### src/rtl/router_pkg.sv
// Shared router types: port count, port index type and switch-allocator FSM states.
package router_pkg;

  localparam int unsigned NUM_PORTS = 5;

  typedef logic [$clog2(NUM_PORTS)-1:0] PORT_IDX_t;

  typedef enum logic {
    SA_IDLE   = 1'b0,
    SA_ACTIVE = 1'b1
  } sa_state_t;

endpackage

### src/rtl/rr_arbiter.sv
// Combinational round-robin arbiter: the first requester at or after prio, wrapping at N-1,
// wins.
module rr_arbiter #(
  parameter  int unsigned N = 5,
  localparam int unsigned W = $clog2(N)
) (
  input  logic [N-1:0] req,
  input  logic [W-1:0] prio,
  output logic [N-1:0] grant,
  output logic [W-1:0] grant_idx
);

  always_comb begin
    int unsigned j;
    j         = 0;
    grant     = '0;
    grant_idx = '0;
    for (int unsigned k = 0; k < N; k++) begin
      j = 32'(prio) + k;
      if (j >= N) j -= N;
      if (grant == '0 && req[j[W-1:0]]) begin
        grant[j[W-1:0]] = 1'b1;
        grant_idx       = j[W-1:0];
      end
    end
  end

endmodule

### src/rtl/switch_allocator.sv
// Packet-locked switch allocator: one IDLE/ACTIVE FSM per output port, each with its own
// round-robin arbiter over the inputs that currently route to it.
module switch_allocator
  import router_pkg::*;
#(
  parameter  int unsigned NUM_PORTS = router_pkg::NUM_PORTS,
  localparam int unsigned PORT_W    = $clog2(NUM_PORTS)
) (
  input  logic                              clk,
  input  logic                              reset_n,
  input  logic [NUM_PORTS-1:0]              i_req_valid,
  input  logic [NUM_PORTS-1:0][PORT_W-1:0]  i_req_port,
  input  logic [NUM_PORTS-1:0]              i_req_tail,
  input  logic [NUM_PORTS-1:0]              i_out_ready,
  input  logic [NUM_PORTS-1:0]              i_switch_ack,
  output logic [NUM_PORTS-1:0]              o_switch_req,
  output logic [NUM_PORTS-1:0][PORT_W-1:0]  o_xbar_sel,
  output logic [NUM_PORTS-1:0]              o_in_grant,
  output logic [NUM_PORTS-1:0]              o_flit_pop
);

  logic [NUM_PORTS-1:0]             active;
  logic [NUM_PORTS-1:0]             xfer;
  logic [NUM_PORTS-1:0][PORT_W-1:0] owner_vec;

  // Ownership and pops are folded back from the per-output owners to the inputs.
  always_comb begin
    o_in_grant = '0;
    o_flit_pop = '0;
    for (int unsigned o = 0; o < NUM_PORTS; o++) begin
      if (active[o]) o_in_grant[owner_vec[o]] = 1'b1;
      if (xfer[o])   o_flit_pop[owner_vec[o]] = 1'b1;
    end
  end

  for (genvar g = 0; g < NUM_PORTS; g++) begin : g_out
    sa_state_t            state_q, state_d;
    logic [PORT_W-1:0]    owner_q, owner_d;
    logic [PORT_W-1:0]    prio_q, prio_d;
    logic [NUM_PORTS-1:0] cand;
    logic [NUM_PORTS-1:0] arb_grant;
    logic [PORT_W-1:0]    arb_idx;
    logic                 sw_req;

    // Inputs already holding an output are excluded so an input never owns two outputs.
    for (genvar i = 0; i < NUM_PORTS; i++) begin : g_cand
      assign cand[i] = i_req_valid[i] && (i_req_port[i] == PORT_W'(g)) && !o_in_grant[i];
    end

    rr_arbiter #(
      .N(NUM_PORTS)
    ) u_arb (
      .req       (cand),
      .prio      (prio_q),
      .grant     (arb_grant),
      .grant_idx (arb_idx)
    );

    assign sw_req          = (state_q == SA_ACTIVE) && i_out_ready[g] && i_req_valid[owner_q];
    assign active[g]       = (state_q == SA_ACTIVE);
    assign xfer[g]         = sw_req && i_switch_ack[g];
    assign owner_vec[g]    = owner_q;
    assign o_switch_req[g] = sw_req;
    assign o_xbar_sel[g]   = (state_q == SA_ACTIVE) ? owner_q : '0;

    always_comb begin
      state_d = state_q;
      owner_d = owner_q;
      prio_d  = prio_q;
      unique case (state_q)
        SA_IDLE: begin
          if ((arb_grant != '0) && i_out_ready[g]) begin
            state_d = SA_ACTIVE;
            owner_d = arb_idx;
          end
        end
        SA_ACTIVE: begin
          // Lock is held until the tail flit actually crosses the switch.
          if (xfer[g] && i_req_tail[owner_q]) begin
            state_d = SA_IDLE;
            prio_d  = (owner_q == PORT_W'(NUM_PORTS - 1)) ? '0 : owner_q + 1'b1;
          end
        end
      endcase
    end

    always_ff @(posedge clk or negedge reset_n) begin
      if (!reset_n) begin
        state_q <= SA_IDLE;
        owner_q <= '0;
        prio_q  <= '0;
      end else begin
        state_q <= state_d;
        owner_q <= owner_d;
        prio_q  <= prio_d;
      end
    end
  end

endmodule

### config.mk
export PLATFORM = sky130hd
export DESIGN_NAME = switch_allocator
export DESIGN_NICKNAME = d
export VERILOG_FILES = /design/src/rtl/router_pkg.sv /design/src/rtl/rr_arbiter.sv /design/src/rtl/switch_allocator.sv
export SDC_FILE = /design/constraint.sdc
export NUM_CORES = 1
export LEC_CHECK = 0
export BUFFER_PORTS_ARGS = -buffer_cell sky130_fd_sc_hd__buf_2
export CAP_MARGIN = 40
export CORE_ASPECT_RATIO = 1.4
export CORE_MARGIN = 2
export CORE_UTILIZATION = 39
export DETAILED_ROUTE_END_ITERATION = 6
export GPL_ROUTABILITY_DRIVEN = 0
export GPL_TIMING_DRIVEN = 1
export PLACE_DENSITY = 0.55
export SLEW_MARGIN = 40
export SYNTH_ARGS = -nofsm -noshare
export SYNTH_HDL_FRONTEND = slang
export SYNTH_SLANG_ARGS = --single-unit
### constraint.sdc
create_clock -name clk -period 9 [get_ports clk]
set_input_delay 1.8 -clock clk [delete_from_list [all_inputs] [get_ports clk]]
set_output_delay 1.8 -clock clk [all_outputs]
set_load 0.005 [all_outputs]
==> results of run 1 <==
-- cells in the mapped netlist, types with 13 or more instances --
cell type  count  area (um2)
a22oi_1       15         113
mux2i_1       30         300
nand2b_1      20         125
nand4_1       19         119
nor2b_1       29         181
clkbuf_1      47         176
ha_1          50         626
nor2_1        94         353
nand3_1       49         245
xnor2_1       21         184
dfrtp_1       35         876
nor3_1        34         170
a31oi_1       17         106
a21oi_1       85         425
o22ai_1       24         150
and2_1        24         150
nand2_1       93         349
o211ai_1      15         113
o21ai_0       64         320
a21o_1        14         105
inv_1         64         240
nor4bb_1      14         140
mux2_2        13         146
-- worst max-delay path by stage --
stage,from,end,slack [ns],depth (start not counted)
final,i_req_valid[3],o_flit_pop[3],3.49,10
after global routing,i_req_valid[3],o_flit_pop[1],3.33,11
after CTS,i_req_valid[3],o_flit_pop[3],3.54,10
after detailed placement,i_req_valid[3],o_flit_pop[3],3.55,10
after global placement,i_req_valid[3],o_flit_pop[1],3.58,11
after floorplan,i_req_valid[3],o_flit_pop[1],3.93,10
-- state kept, by name, indices dropped and copies added (netlist names) --
signal,count
g_out.owner_q,15
g_out.prio_q,15
g_out.state_q,5
-- through the flow --
stage | area, um2 | setup slack [ns] | hold slack (ns) | std cells
final | 8590 | 3.49 | 0.703 | 1406
after global routing | 8590 | 3.33 | 0.728 | 1406
after CTS | 8570 | 3.54 | 0.696 | 1402
after detailed placement | 8430 | 3.55 | 0.683 | 1394
after global placement | 8400 | 3.58 | 0.694 | 1394
after floorplan | 7990 | 3.93 | 0.559 | 1133
-- layout by cell type (no fill, tap or decap), types with 9 or more instances in the layout --
master	instances
a211oi_1	10
a21o_1	14
a21oi_1	85
a22oi_1	15
a31oi_1	17
a32oi_1	10
and2_1	24
and3_1	12
buf_2	65
dfrtp_1	35
ha_1	50
inv_1	64
mux2_2	13
mux2i_1	30
nand2_1	93
nand2b_1	20
nand3_1	49
nand3b_1	9
nand4_1	19
nand4b_1	11
nor2_1	94
nor2b_1	29
nor3_1	34
nor4_1	11
nor4bb_1	14
o211ai_1	15
o21a_1	12
o21ai_0	64
o22ai_1	24
xnor2_1	21
-- worst register-to-register path: stages (launching register included) --
cell and delay [ns]:
dfrtp_1 0.80, clkinv_1 0.49, ha_1 0.38, ha_1 0.59, o22ai_1 0.26, nor2b_1 0.21
a221oi_1 0.44, nor2b_1 0.31, nand3_1 0.17, o21ai_1 0.34, mux2_1 0.35
-- per-layer routing --
layer / routed length (um) / track usage, % / part of all wire [%] / up-vias
li1: - / - / - / 4339
met1: 12000 / 31.2 / 42 / 4358
met2: 14500 / 45.9 / 50 / 311
met3: 1270 / 2.44 / 4.4 / 68
met4: 1000 / 10.1 / 3.5 / 0
met5: 0 / 0 / 0 / -
-- kinds of logic (layout without fill, tap and decap cells) --
family          count (synthesis)  in the layout  share of synthesized area [%]
compound gates                368            368                           31.0
buf+inv                       129            143                           6.39
other cells                     0              3                              0
mux                            49             49                           7.14
xor+xnor                       25             25                           2.74
simple gates                  472            472                           32.7
fa+ha+maj                      55             55                           9.08
flops                          35             35                           11.0
-- layout make-up --
type / instances / area, um2 / share of cell area, %
antenna: 3 / 7.51 / 0.0873
inverter: 67 / 251 / 2.93
sequential: 35 / 876 / 10.2
tap: 256 / 320 / 3.73
clock buffer: 6 / 129 / 1.50
timing repair buffer: 68 / 345 / 4.02
clock inverter: 2 / 12.5 / 0.146
multi-input combinational: 969 / 6650 / 77.4
==> flow_summary.yaml, run 1 <==
timing:
  skew_ns: 0.00979
  tightest_slew_ns: 0.847
  hold_violations: 0
  setup_viol: 0
  slew_headroom_pct: 43.6
  slew_viol_final: 0
  tns_ns: 0
  finalCritPeriodShare_pct: 61.2
  fmax_mhz: 182
  rsz0062_at_grt: "false"
  fin_crit_ns: 5.51
placed_design:
  dpl.hpwl_mm: 22.4
  port_buffers: 66
global_route:
  grt_pass1_vias: 8558
  grt_max_degree: 36
  grt_pass1_wl_mm: 45.6
  antenna_found_initial: 4
  grt_usage_pct: 25.5
  grt_remaining_overflow: 0
clock_network:
  clk_latency_ns: 0.29
  cts.sinks: 35
  htree_levels: 2
  clk_path_buf_depth: 2
  holdBufCountCts: 0
  cts_tree: "yes"
  postCtsSetupBuffers: 0
  clk_pin_slew_worst_paths_ns: 0.06
  cts_made_buffers: 5
  cts_resized: 0
  cts-root-buf: "clkbuf_16"
worst_setup_path:
  r2r_cells: 10
  start_kind: "input port"
  arrival_ns: 3.71
  crit_family: "compound AO/OA/AOI/OAI gates"
  critPathSlowestCell: "mux4_2"
  cpPeakStageDelay_ns: 0.48
  cp_num_buf_inv: 2
  worstPathRequired_ns: 7.20
  crit_chain: "buf_2 > mux4_2 > a21oi_1 > nor2_1 > and2_1 > nand3_1 > nor2_1 > a221oi_1 > o221ai_1 > buf_2"
  path_class: "in2out"
  critPathCaptureType: "primary output"
  timing.rr.end: "g_out[1].owner_q[0]"
  cp_max_fo: 10
  rrSetupSlack_ns: 4.53
  r2r_start: "g_out[1].prio_q[0]"
cells_and_area:
  n_fill_cell: 2196
  area_delta_synth_final_pct: 7.53
  drive_above_1_share_pct: 10.3
  nets: 1238
  post-route-util_pct: 42.3
routing:
  drtAntennaViolNets: 0
  wl_mm: 28.8
  drt_iter0_markers: 717
  wl_per_cell_um: 20.5
  drc: 0
  via_per_inst: 6.46
  vias: 9076
  first_pass_iters: 6
yosys:
  async_flop_share_pct: 100
  syn_area_mm2: 0.00799
  yosysUniqueCellTypes: 88
  avgSynthCellArea_um2: 7.05
  synth_nets: 1225
  synth-seq-cells: 35
  yosysSeqAreaShare_pct: 11.0
  synth-edff-count: 0
  ys.flop_type: "dfrtp_1"
  yosysWarnings: 0
  synth_cells: 1133
worst_hold_path:
  hold_path_class: "reg2reg"
  min_to: "g_out[2].state_q"
  worstHoldPathCells: 1
  hold_start: "g_out[2].state_q"
floorplan:
  core_area_mm2: 0.0203
  ios: 67
  die_h_um: 173
  start_util_pct: 39.3
  rows: 62
  die-area_mm2: 0.0217
  fp.dieW_um: 125
run:
  drv_cap: 0
status:
  outcome: "completed"
Power of run 1 is left out: the tool's default activity adds up to more than one toggle a clock period on the data nets, which glitch-free logic cannot reach.
==> run 2: changes to the inputs <==
- PLACE_DENSITY: 0.55 -> 0.57
- clock period: 9 -> 4.61 ns (I/O delays scaled with it)
==> flow_summary.yaml, run 2 (synthesis results as in run 1) <==
worst_setup_path:
  cpPeakStageDelay_ns: 0.28
  critPathSlowestCell: "mux2_2"
  crit_chain: "buf_2 > mux2_2 > a22oi_1 > o22ai_1 > and3_1 > nand2_1 > nor3_1 > o2bb2ai_1 > a221oi_1 > o21ai_0 > buf_2"
  rrSetupSlack_ns: 0.74
  arrival_ns: 2.98
  critPathCaptureType: "primary output"
  crit_family: "compound AO/OA/AOI/OAI gates"
  r2r_start: "g_out[3].prio_q[2]"
  cp_max_fo: 10
  cp_num_buf_inv: 2
  start_kind: "input port"
  r2r_cells: 10
  cpMostUsedCell: "buf_2"
  worstPathRequired_ns: 3.69
  path_class: "in2out"
  timing.rr.end: "g_out[3].owner_q[2]"
  cp-startpoint: "i_req_valid[3]"
floorplan:
  rows: 62
  die_h_um: 173
  start_util_pct: 39.3
  die-area_mm2: 0.0217
  fp.dieW_um: 125
  ios: 67
  core_area_mm2: 0.0203
cells_and_area:
  multi_input_area_mm2: 0.00663
  area_delta_synth_final_pct: 9.61
  drive_above_1_share_pct: 11.8
  n_antenna_cell: 0
  final_common_cell: "nor2_1"
  nets: 1259
  seq_area_um2: 876
  n_fill_cell: 2135
  reg.largest.list: "g_out.owner_q (15), g_out.prio_q (15), g_out.state_q (5)"
  layout_common_cells: "nor2_1, nand2_1, a21oi_1"
timing:
  tightest_slew_ns: 0.826
  fmax_mhz: 256
  hold_violations: 0
  setup_viol: 0
  finalCritPeriodShare_pct: 84.7
  skew_ns: 0.0115
  slew_headroom_pct: 44.6
  tns_ns: 0
  setup_ws_ns: 0.706
  slew_viol_final: 0
  rsz0062_at_grt: "false"
  fin_crit_ns: 3.90
worst_hold_path:
  hold_path_class: "in2async"
routing:
  drtAntennaViolNets: 0
  vias: 9130
  via_per_inst: 6.41
  drt_iter0_markers: 739
  wl_mm: 28.4
  first_pass_iters: 6
  wl_per_cell_um: 20.0
  drc: 0
placed_design:
  port_buffers: 66
  post-place-ws_ns: 0.733
  dpl.hpwl_mm: 22.6
clock_network:
  postCtsSetupBuffers: 0
  cts-root-buf: "clkbuf_16"
  cts_made_buffers: 5
  clk_pin_slew_worst_paths_ns: 0.07
  htree_levels: 2
  clk_latency_ns: 0.29
  clk_path_buf_depth: 2
  cts.sinks: 35
  cts_resized: 0
  cts_tree: "yes"
  holdBufCountCts: 0
power_and_ir_drop:
  worst_ir_drop_vdd_mv: 0.438
  leakage_uw: 0.00358
  p_per_area_mw_per_mm2: 916
global_route:
  grt_remaining_overflow: 0
  grt_pass1_vias: 8516
  grt_max_degree: 36
  grt_pass1_wl_mm: 44.8
  grt_usage_pct: 24.9
  antenna_found_initial: 1
status:
  outcome: "completed"
run:
  drv_cap: 0
==> run 2: per-stage QoR <==
| stage | util (%) | cell area [um2] | hold slack (ns) | total power (uW) | instances |
|---|---|---|---|---|---|
| detailed placement | 42.2 | 8580 | 0.670 | 7450 | 1416 |
| CTS | 43.1 | 8760 | 0.610 | 7910 | 1424 |
| global placement | 42.2 | 8570 | 0.633 | 7430 | 1416 |
| global route | 43.1 | 8760 | 0.633 | 8750 | 1424 |
| finish | 43.1 | 8760 | 0.592 | 8030 | 1424 |
| floorplan | - | 7990 | 0.559 | 5750 | 1133 |
==> run 2: power by group <==
group	leakage, uW	internal (uW)	switching (uW)
Clock	0.0000875	272	150
Combinational	0.00309	2640	4120
Sequential	0.000402	445	403
Total	0.00358	3360	4670
==> run 2: worst max-delay path by stage <==
stage / cells past startpoint / slack, ns / endpoint
after floorplan: 12 / 0.90 / g_out[3].owner_q[2]
after global placement: 10 / 0.80 / g_out[3].owner_q[2]
after detailed placement: 10 / 0.73 / g_out[1].owner_q[0]
after CTS: 10 / 0.75 / g_out[3].owner_q[2]
after global routing: 10 / 0.50 / g_out[3].owner_q[2]
final: 11 / 0.71 / o_flit_pop[1]
==> run 2: cell type report <==
class	count	share of cell area [%]
Sequential cell	35	10.0
Tap cell	256	3.66
Timing Repair Buffer	89	5.77
Clock inverter	2	0.443
Clock buffer	6	1.59
Multi-Input combinational cell	969	75.7
Inverter	67	2.87
==> run 2: per-layer routing <==
| metal | up-vias | global-route usage [%] | wire, um |
|---|---|---|---|
| li1 | 4386 | - | - |
| met1 | 4329 | 30.1 | 11600 |
| met4 | 2 | 10.6 | 1130 |
| met3 | 75 | 2.28 | 1400 |
| met2 | 338 | 44.9 | 14300 |
| met5 | - | 0 | 11 |
Note: power is estimated with default switching activity, not from simulation.
